$ cat src/rtl/cmp_arbiter_pkg.sv
// Shared definitions for the comparator arbiter: FSM encodings and operand width.
package cmp_arbiter_pkg;

   localparam int unsigned CMP_W = 4;

   typedef enum logic [1:0] {
      StIdle = 2'd0,
      StCmp  = 2'd1,
      StResp = 2'd2
   } cmp_arb_state_e;

endpackage

$ cat src/rtl/signed_cmp4.sv
// Pure combinational signed 4-bit magnitude comparator.
module signed_cmp4
   import cmp_arbiter_pkg::*;
(
   input  logic [CMP_W-1:0] a_i,
   input  logic [CMP_W-1:0] b_i,
   output logic             agb_o,
   output logic             eq_o,
   output logic             alb_o
);

   // Two's complement compare; exactly one output is high.
   always_comb begin
      agb_o = ($signed(a_i) > $signed(b_i));
      eq_o  = (a_i == b_i);
      alb_o = ($signed(a_i) < $signed(b_i));
   end

endmodule

$ cat src/rtl/cmp_arbiter.sv
// Arbitrates NREQ requesters onto one shared signed 4-bit comparator.
// Round-robin by default; define CMP_ARB_FIXED_PRIO_EN for fixed priority
// (lowest asserted index wins, no rotating pointer).
module cmp_arbiter #(
   parameter int unsigned NREQ = 4,
   parameter int unsigned IDW  = 2
) (
   input  logic                 clk,
   input  logic                 rst,
   input  logic [NREQ-1:0]      req,
   input  logic [4*NREQ-1:0]    a_in,
   input  logic [4*NREQ-1:0]    b_in,
   output logic [NREQ-1:0]      ack,
   output logic                 agb,
   output logic                 eq,
   output logic                 alb,
   output logic [IDW-1:0]       gnt_id,
   output logic                 busy
);
   import cmp_arbiter_pkg::*;

   cmp_arb_state_e   state_q;
   logic [CMP_W-1:0] op_a_q, op_b_q;
   logic             agb_q, eq_q, alb_q;
   logic [IDW-1:0]   gnt_q;
   logic [NREQ-1:0]  ack_q;
   logic             grant_d;
   logic [IDW-1:0]   gnt_d;
   logic [IDW-1:0]   idx;
   logic             cmp_agb, cmp_eq, cmp_alb;

`ifdef CMP_ARB_FIXED_PRIO_EN
   // Fixed priority: lowest asserted index wins.
   always_comb begin
      grant_d = 1'b0;
      gnt_d   = '0;
      idx     = '0;
      for (int k = 0; k < NREQ; k++) begin
         idx = IDW'(k);
         if (!grant_d && req[idx]) begin
            grant_d = 1'b1;
            gnt_d   = idx;
         end
      end
   end
`else
   logic [IDW-1:0] rr_q;

   // Round-robin: search from rr_q upward, wrapping modulo NREQ.
   always_comb begin
      grant_d = 1'b0;
      gnt_d   = '0;
      idx     = '0;
      for (int unsigned k = 0; k < NREQ; k++) begin
         idx = IDW'((int'(rr_q) + k) % NREQ);
         if (!grant_d && req[idx]) begin
            grant_d = 1'b1;
            gnt_d   = idx;
         end
      end
   end

   // Pointer advances past the requester just served, once its ack is out.
   always_ff @(posedge clk) begin
      if (rst) begin
         rr_q <= '0;
      end else if (state_q == StResp) begin
         rr_q <= (gnt_q == IDW'(NREQ - 1)) ? '0 : gnt_q + 1'b1;
      end
   end
`endif

   signed_cmp4 u_cmp (
      .a_i   (op_a_q),
      .b_i   (op_b_q),
      .agb_o (cmp_agb),
      .eq_o  (cmp_eq),
      .alb_o (cmp_alb)
   );

   // Grant / compare / respond sequencer with registered outputs.
   always_ff @(posedge clk) begin
      if (rst) begin
         state_q <= StIdle;
         op_a_q  <= '0;
         op_b_q  <= '0;
         agb_q   <= 1'b0;
         eq_q    <= 1'b0;
         alb_q   <= 1'b0;
         gnt_q   <= '0;
         ack_q   <= '0;
      end else begin
         unique case (state_q)
            StIdle: begin
               ack_q <= '0;
               if (grant_d) begin
                  // Operands are captured only here; later input changes are ignored.
                  op_a_q  <= a_in[gnt_d*CMP_W +: CMP_W];
                  op_b_q  <= b_in[gnt_d*CMP_W +: CMP_W];
                  gnt_q   <= gnt_d;
                  state_q <= StCmp;
               end
            end
            StCmp: begin
               agb_q   <= cmp_agb;
               eq_q    <= cmp_eq;
               alb_q   <= cmp_alb;
               ack_q   <= NREQ'(1) << gnt_q;
               state_q <= StResp;
            end
            StResp: begin
               ack_q   <= '0;
               state_q <= StIdle;
            end
            default: begin
               ack_q   <= '0;
               state_q <= StIdle;
            end
         endcase
      end
   end

   assign ack    = ack_q;
   assign agb    = agb_q;
   assign eq     = eq_q;
   assign alb    = alb_q;
   assign gnt_id = gnt_q;
   assign busy   = (state_q != StIdle);

endmodule

$ cat config.mk
export PLATFORM = sky130hd
export DESIGN_NAME = cmp_arbiter
export DESIGN_NICKNAME = d
export VERILOG_FILES = /design/src/rtl/cmp_arbiter_pkg.sv /design/src/rtl/signed_cmp4.sv /design/src/rtl/cmp_arbiter.sv
export SDC_FILE = /design/constraint.sdc
export NUM_CORES = 1
export LEC_CHECK = 0
export CORE_AREA = 10 10 73 57
export DETAILED_ROUTE_END_ITERATION = 16
export DIE_AREA = 0 0 83 67
export GPL_TIMING_DRIVEN = 1
export HOLD_SLACK_MARGIN = 0.1
export PLACE_DENSITY = 0.82
export SYNTH_ARGS = -nofsm -noshare
export SYNTH_HDL_FRONTEND = slang
export SYNTH_SLANG_ARGS = --single-unit
$ cat constraint.sdc
create_clock -name clk -period 3.41 [get_ports clk]
set_clock_uncertainty 0.15 [all_clocks]
set_input_delay 0.341 -clock clk [delete_from_list [all_inputs] [get_ports clk]]
set_output_delay 0.341 -clock clk [all_outputs]
set_load 0.005 [all_outputs]
==> run summary <==
The flow ran to the end, and the final reports show no timing, DRC or antenna violations. For the area of the die, the log shows 5560 sq um. The number of antenna diodes in the final layout is 0. The first detailed-routing pass took 4 iterations.

The share of the synthesized area in the top cell type came out at 33.8%. The largest family of logic cells by synthesized area was simple AND/OR/NAND/NOR gates. The floorplan step set the die height to 67 um.

In the global route stage, overall resource usage came out at 12.1%. The net count of the finished layout is 232. The total half-perimeter wirelength after legalization and detailed placement was 2920 um; the register clock-pin slew on the reported worst setup and hold paths was 0.08 ns. Counting every sink on the clock net gives 21. The critical path is of the primary input to flip-flop type. The tools report the initial cell density of the core as 45.7%. Summing the areas of all xor and xnor instances in the mapped netlist gives 0% of the synthesized area. The arithmetic-cell share of the synthesized area counting full adders, half adders and majority gates is 5.03%. Path type of the worst min-delay path: flip-flop to flip-flop. Slew at the pin closest to its max-slew limit: 0.614 ns.

The cell area power density was 360 nW/um^2; the area of the core was 2720 sq um. The number of nets in the synthesized netlist is 182. For this run, the number of standard cells in the final layout without fillers is 224. The tools report the summed negative setup slack over all endpoints as 0 ns. The endpoint with the worst hold slack was agb. The end of the worst register-to-register path is op_a_q[0]. The run gives 0 as the initial antenna violation count.

The number of buffers on the longest clock path is 2, and the site row count is 16. Layout cell share with drive strength beyond 1: 11.7%. The Yosys step of the flow raised 0 warnings.

Summing the areas of all and, or, nand and nor instances in the mapped netlist gives 25.8% of the synthesized area. Number of global-route vias before repair: 1190. STA puts the critical path data required time at 3.39 ns. The synthesized netlist devotes 23.5% of its cell area to compound gates. In this run the most critical hold path is launched from agb. Post-CTS timing repair inserted 0 buffers for setup.

The multiplexer area fraction after synthesis is 8.05%, and the total power draw is 0.646 mW. For the number of hold-slack violations in the final timing report, the log shows 0. The H-tree depth is 1, and the average detailed-routed wire length per instance is 15.5 um. Including well taps, the total number of placed cells is 220.

The number of buffers inserted during clock tree synthesis is 3, and the minimum period implied by the final worst setup slack is 2.31 ns. During I/O placement, the number of pins put on the boundary was 48. TritonCTS built the clock tree.

Share of flip-flops with an asynchronous set or reset: 0%. Ranked by total cell area, the synthesized netlist is headed by dfxtp_1 (34%), mux2i_1 (8.0%), o211ai_2 (7.0%). Post-CTS repair changed the size of 0 cells. After layout, the worst path uses 67.8% of the clock period. The max-slew violation total from the final report was 0; the post-synthesis instance total was 139. Setup slack on the worst reg-to-reg path comes out at 1.31 ns. Routability-driven placement finished with a final weighted congestion of 0.757. Dividing the detail-routed via count by the number of cells gives 5.11. The maximum number of pins on one net before global-route repair is 17, and the critical-path maximum fanout is 16. In this run the static leakage power is 0.684 nW.

The run gives 0.213 mV as the largest voltage drop on the vdd net. The maximum operating frequency was 432 MHz. For this run the aggregate overflow at the end of global routing stands at 0. The logs give 0 for the count of max-cap constraint violations and 0 for the count of antenna-violating nets left after detailed routing. In the synthesized netlist the dominant register cell turns out to be dfxtp_1.

The worst hold path passes through 2 cells. Data arrives at the worst endpoint at 2.29 ns. The cell area after synthesis is 1240 sq um. The type of element capturing the critical path is a flip-flop.

Setup repair after global routing left no endpoint under its margin. Buffers inserted to repair hold after CTS numbered 0. CTS placed an instance of clkbuf_8 at the clock tree root. The path depth of the worst reg2reg path is 6, and the count of buffers from port buffering is 47.

At the later pin of the worst-skew pair, clock insertion delay measures 0.25 ns. Setup violations remaining at the end of the flow were counted as 0. The worst setup path is launched from a primary input.

The routed design has 3460 um of wire. The average cell area after synthesis came out at 8.95 sq um. The routed via count was 1144; the number of design rule violations left after detail routing was 0. The netlist uses 34 different library cells. The dominant cell type by area after synthesis is dfxtp_1. Post-synthesis to final-layout area growth: 44.4%. In this run the tightest slew margin relative to its limit is 58.7%. The wire length of the first global-routing pass is 5590 um, and the width of the chip is 83 um. In this run, synthesis inferred 0 flip-flops with an integrated enable. The number of flip-flops and latches in the synthesized netlist works out to 21.

The filler cell count in the final layout is 233. Sequential cells were found to cover 33.8% of the synthesized design area. After the first detailed-routing iteration, the DRC count stood at 75. The launch point of the worst reg-to-reg path was rr_q[1].
worst max path at each step:
stage          startpoint        end  slack, ns  cells after the start
6_report           req[3]  op_a_q[0]       1.10                      7
5_1_grt            req[3]  op_a_q[3]       0.99                      7
4_1_cts            req[3]  op_a_q[0]       1.09                      7
3_5_place_dp       req[3]  op_a_q[3]       0.81                      7
3_3_place_gp       req[1]  op_a_q[3]       0.91                      7
2_1_floorplan      req[2]  op_a_q[0]       1.74                      6
final cells by class:
class	instances	area, sq um	share of cell area (%)
multi-input cells	108	776	43.2
clock inverters	1	5.00	0.279
flip-flops and latches	21	420	23.4
inverters	6	22.5	1.25
clock buffers	3	41.3	2.30
well taps	36	45.0	2.51
repair buffers	49	485	27.0
where the power goes:
part | switching (mW) | leakage (nW) | total [mW] | internal [mW]
registers | 0.0159 | 0.172 | 0.284 | 0.269
clock network | 0.0774 | 0.0255 | 0.159 | 0.0812
logic | 0.0899 | 0.486 | 0.203 | 0.113
total | 0.183 | 0.684 | 0.646 | 0.463
routing by layer:
metal	wire length (um)	GRT usage, %
met4	34	4.45
met5	0	0
met1	1570	14.5
met3	120	2.31
met2	1740	21.0
Yosys cell counts, types with 2 or more instances:
cell and number:
inv_1 6, buf_2 2, nor2_1 14, nor3b_1 10, ha_1 5, nand2b_1 2, o21ai_1 8, nor2b_1 5
dfxtp_1 21, mux2i_1 10, o211ai_2 7, a211oi_1 2, or2_1 2, a21oi_1 6, o21a_1 7, nor2b_2 2
nand2_1 13
state kept, by name, indices dropped and copies added, names as in the netlist, 2 cells and up:
signal / cells
state_q: 2
rr_q: 2
ack: 4
gnt_id: 2
op_b_q: 4
op_a_q: 4
through the flow:
| step | util (%) | cell area [sq um] | setup WS (ns) | hold WS [ns] |
|---|---|---|---|---|
| CTS | 65.9 | 1800 | 1.09 | 0.316 |
| floorplan | - | 1240 | 1.74 | 0.285 |
| global placement | 64.2 | 1750 | 0.912 | 0.290 |
| finish | 65.9 | 1800 | 1.10 | 0.314 |
| global route | 65.9 | 1800 | 0.986 | 0.336 |
| detailed placement | 64.2 | 1750 | 0.807 | 0.301 |
critical path, cell delays in order:
cell and delay [ns]:
clkdlybuf4s50_1 0.55, o21bai_1 0.14, nor3b_4 0.19, buf_4 0.22, or2_1 0.46, mux2i_1 0.30
o211ai_2 0.09
cells in the final DEF (no fill, tap or decap), types with 2 or more instances in the layout:
master	count
a211oi_1	2
buf_4	2
nand2b_1	2
o211ai_2	7
or2_1	2
nor3b_1	10
clkdlybuf4s50_1	47
ha_1	5
nor2b_2	2
nand2_1	13
dfxtp_1	21
o21a_1	7
clkbuf_8	3
a21oi_1	6
nor2b_1	5
o21ai_1	8
nor2_1	14
mux2i_1	10
inv_1	6
kinds of logic after synthesis:
kind of cell | Yosys count
AOI/OAI and AO/OA | 37
adders and majority gates | 5
buffers and inverters | 10
DFF | 21
muxes | 10
and+or+nand+nor | 56
No activity file was read; power rests on OpenSTA's default activity.
